`config.mk`:
```
export PLATFORM = sky130hd
export DESIGN_NAME = adc_sample_scheduler
export DESIGN_NICKNAME = d
export VERILOG_FILES = /design/src/rtl/adc_sample_scheduler.sv
export SDC_FILE = /design/constraint.sdc
export NUM_CORES = 1
export LEC_CHECK = 0
export ABC_AREA = 1
export CAP_MARGIN = 5
export CELL_PAD_IN_SITES_DETAIL_PLACEMENT = 0
export CELL_PAD_IN_SITES_GLOBAL_PLACEMENT = 1
export CORE_MARGIN = 10
export CORE_UTILIZATION = 33
export CTS_CLUSTER_DIAMETER = 30
export DETAILED_ROUTE_END_ITERATION = 8
export PLACE_DENSITY = 0.75
export SLEW_MARGIN = 10
export SYNTH_ARGS = -nofsm -noshare
export SYNTH_HDL_FRONTEND = slang
export SYNTH_SLANG_ARGS = --single-unit
```
`constraint.sdc`:
```
create_clock -name clk -period 1.3 [get_ports clk]
set_input_delay 0.26 -clock clk [delete_from_list [all_inputs] [get_ports clk]]
set_output_delay 0.26 -clock clk [all_outputs]
set_load 0.1 [all_outputs]
```
`src/rtl/adc_sample_scheduler.sv`:
```
// Sequences the shared SPI front-end: one pre-amp gain write after reset, then periodic
// ADC conversions whose truncated 8-bit result is published with a 1-cycle valid strobe.
module adc_sample_scheduler #(
   parameter int unsigned SAMPLE_DIV  = 5000,
   parameter logic [7:0]  AMP_GAIN    = 8'h11,
   parameter int unsigned SPI_TIMEOUT = 255
) (
   input  logic        clk,
   input  logic        rst,
   input  logic        enable,
   input  logic        spi_busy,
   input  logic        spi_done,
   input  logic [13:0] adc_data,
   output logic        amp_req,
   output logic [7:0]  amp_gain,
   output logic        conv_req,
   output logic [7:0]  sample_out,
   output logic        sample_valid,
   output logic        overrun,
   output logic        timeout_err
);

   localparam int unsigned DIV_W  = $clog2(SAMPLE_DIV);
   localparam int unsigned WAIT_W = $clog2(SPI_TIMEOUT + 1);

   typedef enum logic [2:0] {
      AMP_CFG,
      AMP_WAIT,
      IDLE,
      CONV_PEND,
      CONV_WAIT,
      PUBLISH
   } state_t;

   state_t              state;
   state_t              state_next;
   logic [DIV_W-1:0]    div_cnt;
   logic [WAIT_W-1:0]   wait_cnt;
   logic                run;
   logic                tick;
   logic                waiting;
   logic                expired;
   logic                amp_fire;
   logic                conv_fire;
   logic                latch_sample;
   logic                set_overrun;

   assign amp_gain     = AMP_GAIN;
   assign sample_valid = (state == PUBLISH);

   assign run     = enable & ~timeout_err;
   assign tick    = run && (div_cnt == DIV_W'(SAMPLE_DIV - 1));
   assign waiting = (state == AMP_WAIT) || (state == CONV_WAIT);
   // A done arriving in the last allowed cycle still wins over the timeout.
   assign expired = waiting && !spi_done && (wait_cnt == WAIT_W'(SPI_TIMEOUT - 1));

   always_ff @(posedge clk or negedge rst) begin
      if (!rst) begin
         div_cnt <= '0;
      end else if (!run || tick) begin
         div_cnt <= '0;
      end else begin
         div_cnt <= div_cnt + DIV_W'(1);
      end
   end

   always_ff @(posedge clk or negedge rst) begin
      if (!rst) begin
         state       <= AMP_CFG;
         amp_req     <= 1'b0;
         conv_req    <= 1'b0;
         wait_cnt    <= '0;
         sample_out  <= '0;
         overrun     <= 1'b0;
         timeout_err <= 1'b0;
      end else begin
         state    <= state_next;
         amp_req  <= amp_fire;
         conv_req <= conv_fire;
         if (amp_fire || conv_fire) begin
            wait_cnt <= '0;
         end else if (waiting) begin
            wait_cnt <= wait_cnt + WAIT_W'(1);
         end
         if (latch_sample) begin
            sample_out <= adc_data[13:6];
         end
         if (set_overrun) begin
            overrun <= 1'b1;
         end
         if (expired) begin
            timeout_err <= 1'b1;
         end
      end
   end

   always_comb begin
      state_next = state;
      unique case (state)
         AMP_CFG: begin
            if (!spi_busy && !timeout_err) state_next = AMP_WAIT;
         end
         AMP_WAIT: begin
            if (spi_done || expired) state_next = IDLE;
         end
         IDLE: begin
            if (tick) state_next = spi_busy ? CONV_PEND : CONV_WAIT;
         end
         CONV_PEND: begin
            if (!spi_busy && !timeout_err) state_next = CONV_WAIT;
         end
         CONV_WAIT: begin
            if (spi_done)     state_next = PUBLISH;
            else if (expired) state_next = IDLE;
         end
         PUBLISH: begin
            state_next = IDLE;
         end
         default: begin
            state_next = AMP_CFG;
         end
      endcase
   end

   // Request pulses are registered, so they follow the deciding cycle by one clock.
   always_comb begin
      amp_fire     = (state == AMP_CFG) && (state_next == AMP_WAIT);
      conv_fire    = (state != CONV_WAIT) && (state_next == CONV_WAIT);
      latch_sample = (state == CONV_WAIT) && spi_done;
      set_overrun  = tick && ((state == CONV_PEND) || (state == CONV_WAIT) ||
                              (state == PUBLISH));
   end

endmodule

```
==> results.toml <==
[grt]
overflow = 0
grt_pass1_vias = 1820
antenna_found_initial = 0
grt_max_degree = 37
grt_usage = 0.114
grt_pass1_wl_mm = 8.40

[critical_path]
cp_data_required_time_ps = 1480
crit_path_start = "div_cnt[1]"
cp_cell_sequence = "ha_4 -> nand3_2 -> nor2_2 -> nand2_2 -> nor2_4 -> nand4_1 -> nand3_4 -> nor2_1"
cpMaxStageDelayCell = "dfrtp_1"
crit_type = "flip-flop to flip-flop"
crit_fanout = 8
reg2regPathDepth = 8
cp_slowest_stage_delay_ps = 410
r2r_start = "div_cnt[1]"
cp.arrival_ps = 1720
end_kind = "flip-flop"
start_kind = "flip-flop"

[cts]
root_buffer = "clkbuf_8"
clkTransAtPathRegs_ps = 70
numClockSinks = 36
htree_levels = 2
cts_tree = "yes"
numCtsBuffers = 5
insertion_delay_ps = 290
clk_path_buf_depth = 2

[timing]
setup_viol = 36
finalCritPeriodShare = 1.18
hold_ws_ps = 453
rsz0062_at_grt = "yes"
fmax_ghz = 0.650
clock_skew_ps = 9.56
drv_slew = 0
min_period_ps = 1540
hold_viol = 0
final.setup.worst_slack_ps = -238

[final_layout]
layout.nets = 347
diodes = 0
area_growth_pct = 67.5
fillCellCount = 481
drive_gt1_frac = 0.445

[routing]
drtAntennaViolNets = 0
routed_wl_mm = 5.30
vias_per_cell = 4.58
dr.pass1.iters = 4
drtIter0Drc = 61
drc = 0
vias = 1823
wire_per_inst_um = 13.3

[hold_path]
hold_path.class = "input port to async pin"

[synth]
synth_top_area_frac = 0.469
ys_seq_area_frac = 0.469
yosys-top-cells-area = "dfrtp_1 47%, nand2_1 11%, inv_1 5.7%"
syn-cell-area_um2 = 1920
yosysWarnings = 0
postSynthCellCount = 236
synth_cell_types = 32
synth_seq_cells = 36
synth_largest_area_cell = "dfrtp_1"
avgSynthCellArea_um2 = 8.13

[pwr]
p_sw_frac = 0.265
pwr-share-clk = 0.424
pwr-share-comb = 0.135
power_density_nw_per_um2 = 808
power.total_mw = 2.60
vdd_drop_max_mv = 0.627
intPower_mw = 1.91
seq_power_share = 0.441
power_leakage_nw = 1.57
switchingPower_mw = 0.687

[run]
maxCapViolations = 0

[floorplan]
ios = 40
die_w_um = 96.3
coreArea_um2 = 5570
fp-row-count = 27
initial_core_util = 0.344
die_area_um2 = 9270
die_h_um = 96.3

[placement]
port-buffer-count = 25
place.gp.congestion = 0.780
hpwl_mm = 3.50

[outcome]
status = "finished, violations left"
violations = "negative setup slack"
[what timing repair did]
action,CTS,global route
pin swaps,13,31
endpoints found under the hold margin,36,0
hold buffers,1,0
endpoints found under the setup margin,37,38
resized for setup,22,43
buffers inserted,9,10
cloned,1,0
[final cells by class]
cell class | count | area (µm²) | area share
tap | 72 | 90.1 | 0.0280
inverter | 30 | 119 | 0.0370
timing repair buffer | 85 | 882 | 0.274
clock buffer | 7 | 96.3 | 0.0300
sequential | 36 | 907 | 0.282
clock inverter | 1 | 30.0 | 0.00934
multi-input combinational | 167 | 1090 | 0.339
[stage by stage]
step                      setup TNS, ps  setup WS (ps)  cell area [µm²]  std cells   util
after global routing              -7250           -361             3220        398  0.577
after global placement            -5850           -225             2700        372  0.484
after detailed placement          -6460           -230             2700        372  0.484
after floorplan                    -535           -104             1980        242      -
final                             -4210           -238             3220        398  0.577
after CTS                         -3380           -196             3000        390  0.538
[metal layers]
metal,up-vias,GRT usage,share of wire
met4,0,0.0369,0.020
met1,874,0.132,0.42
met2,27,0.203,0.53
met3,10,0.0249,0.031
met5,-,0,0
li1,912,-,-
[Yosys cell counts (all sizes together)]
cell,instances
nand2,59
dfrtp,36
nor2,35
inv,30
nand3,18
nor3,11
buf,10
xor2,7
a21oi,5
nand4,5
o21ai,4
ha,3
a31oi,2
conb,2
o21bai,2
a21o,1
nand3b,1
nor3b,1
nor4,1
o211ai,1
o21a,1
xnor2,1
[logic make-up (layout without fill, tap and decap cells)]
| group | Yosys count | in the layout | share of synthesized area |
|---|---|---|---|
| compound gates | 16 | 16 | 0.0554 |
| xor+xnor | 8 | 8 | 0.0365 |
| other cells | 2 | 8 | 0.00391 |
| flops | 36 | 36 | 0.469 |
| fa+ha+maj | 3 | 3 | 0.0196 |
| simple gates | 131 | 132 | 0.317 |
| buf+inv | 40 | 123 | 0.0984 |
[state kept, by name (all words and copies together), names as in the netlist]
name,count
div_cnt,13
sample_out,8
wait_cnt,8
state,3
amp_req,1
conv_req,1
overrun,1
timeout_err,1
[critical path, delay by kind of cell (launching register included)]
| kind | cells | cell delay [ps] |
|---|---|---|
| simple gates | 7 | 850 |
| flops | 1 | 410 |
| fa+ha+maj | 1 | 170 |
[final timing paths]
| kind | to | slack, ps |
|---|---|---|
| max reg2reg | wait_cnt[1] | -240 |
| min | overrun | 450 |
| min reg2reg | overrun | 520 |
| min in group clk | sample_out[1] | 510 |
| max in group asynchronous | timeout_err | 630 |
| max | wait_cnt[1] | -240 |
[power groups by stage]
stage	combinational (mW)	clock (mW)	sequential, mW
CTS	0.348	1.13	1.15
global route	0.365	1.18	1.15
finish	0.351	1.10	1.15
global placement	0.344	0	1.17
floorplan	0.133	0	1.25
detailed placement	0.345	0	1.17
[cells in the final DEF (no fill, tap or decap), types with 2 or more instances in the layout]
master,n
nand3_1,12
nand2_8,2
nor3_1,7
xor2_1,7
nand2_2,18
nor2_2,7
inv_1,22
nand2_1,37
nor2_4,7
a21oi_1,5
buf_12,14
a31oi_1,2
nor3_4,2
nor2_1,21
clkdlybuf4s50_1,11
nor3_2,2
o21bai_1,2
clkbuf_8,7
buf_4,48
dfrtp_1,33
dfrtp_2,2
nand2_4,3
nand3_2,4
conb_1,8
inv_2,6
buf_6,9
nand3_4,2
nand4_1,5
o21ai_0,2
(Power assumes the default switching activity.)
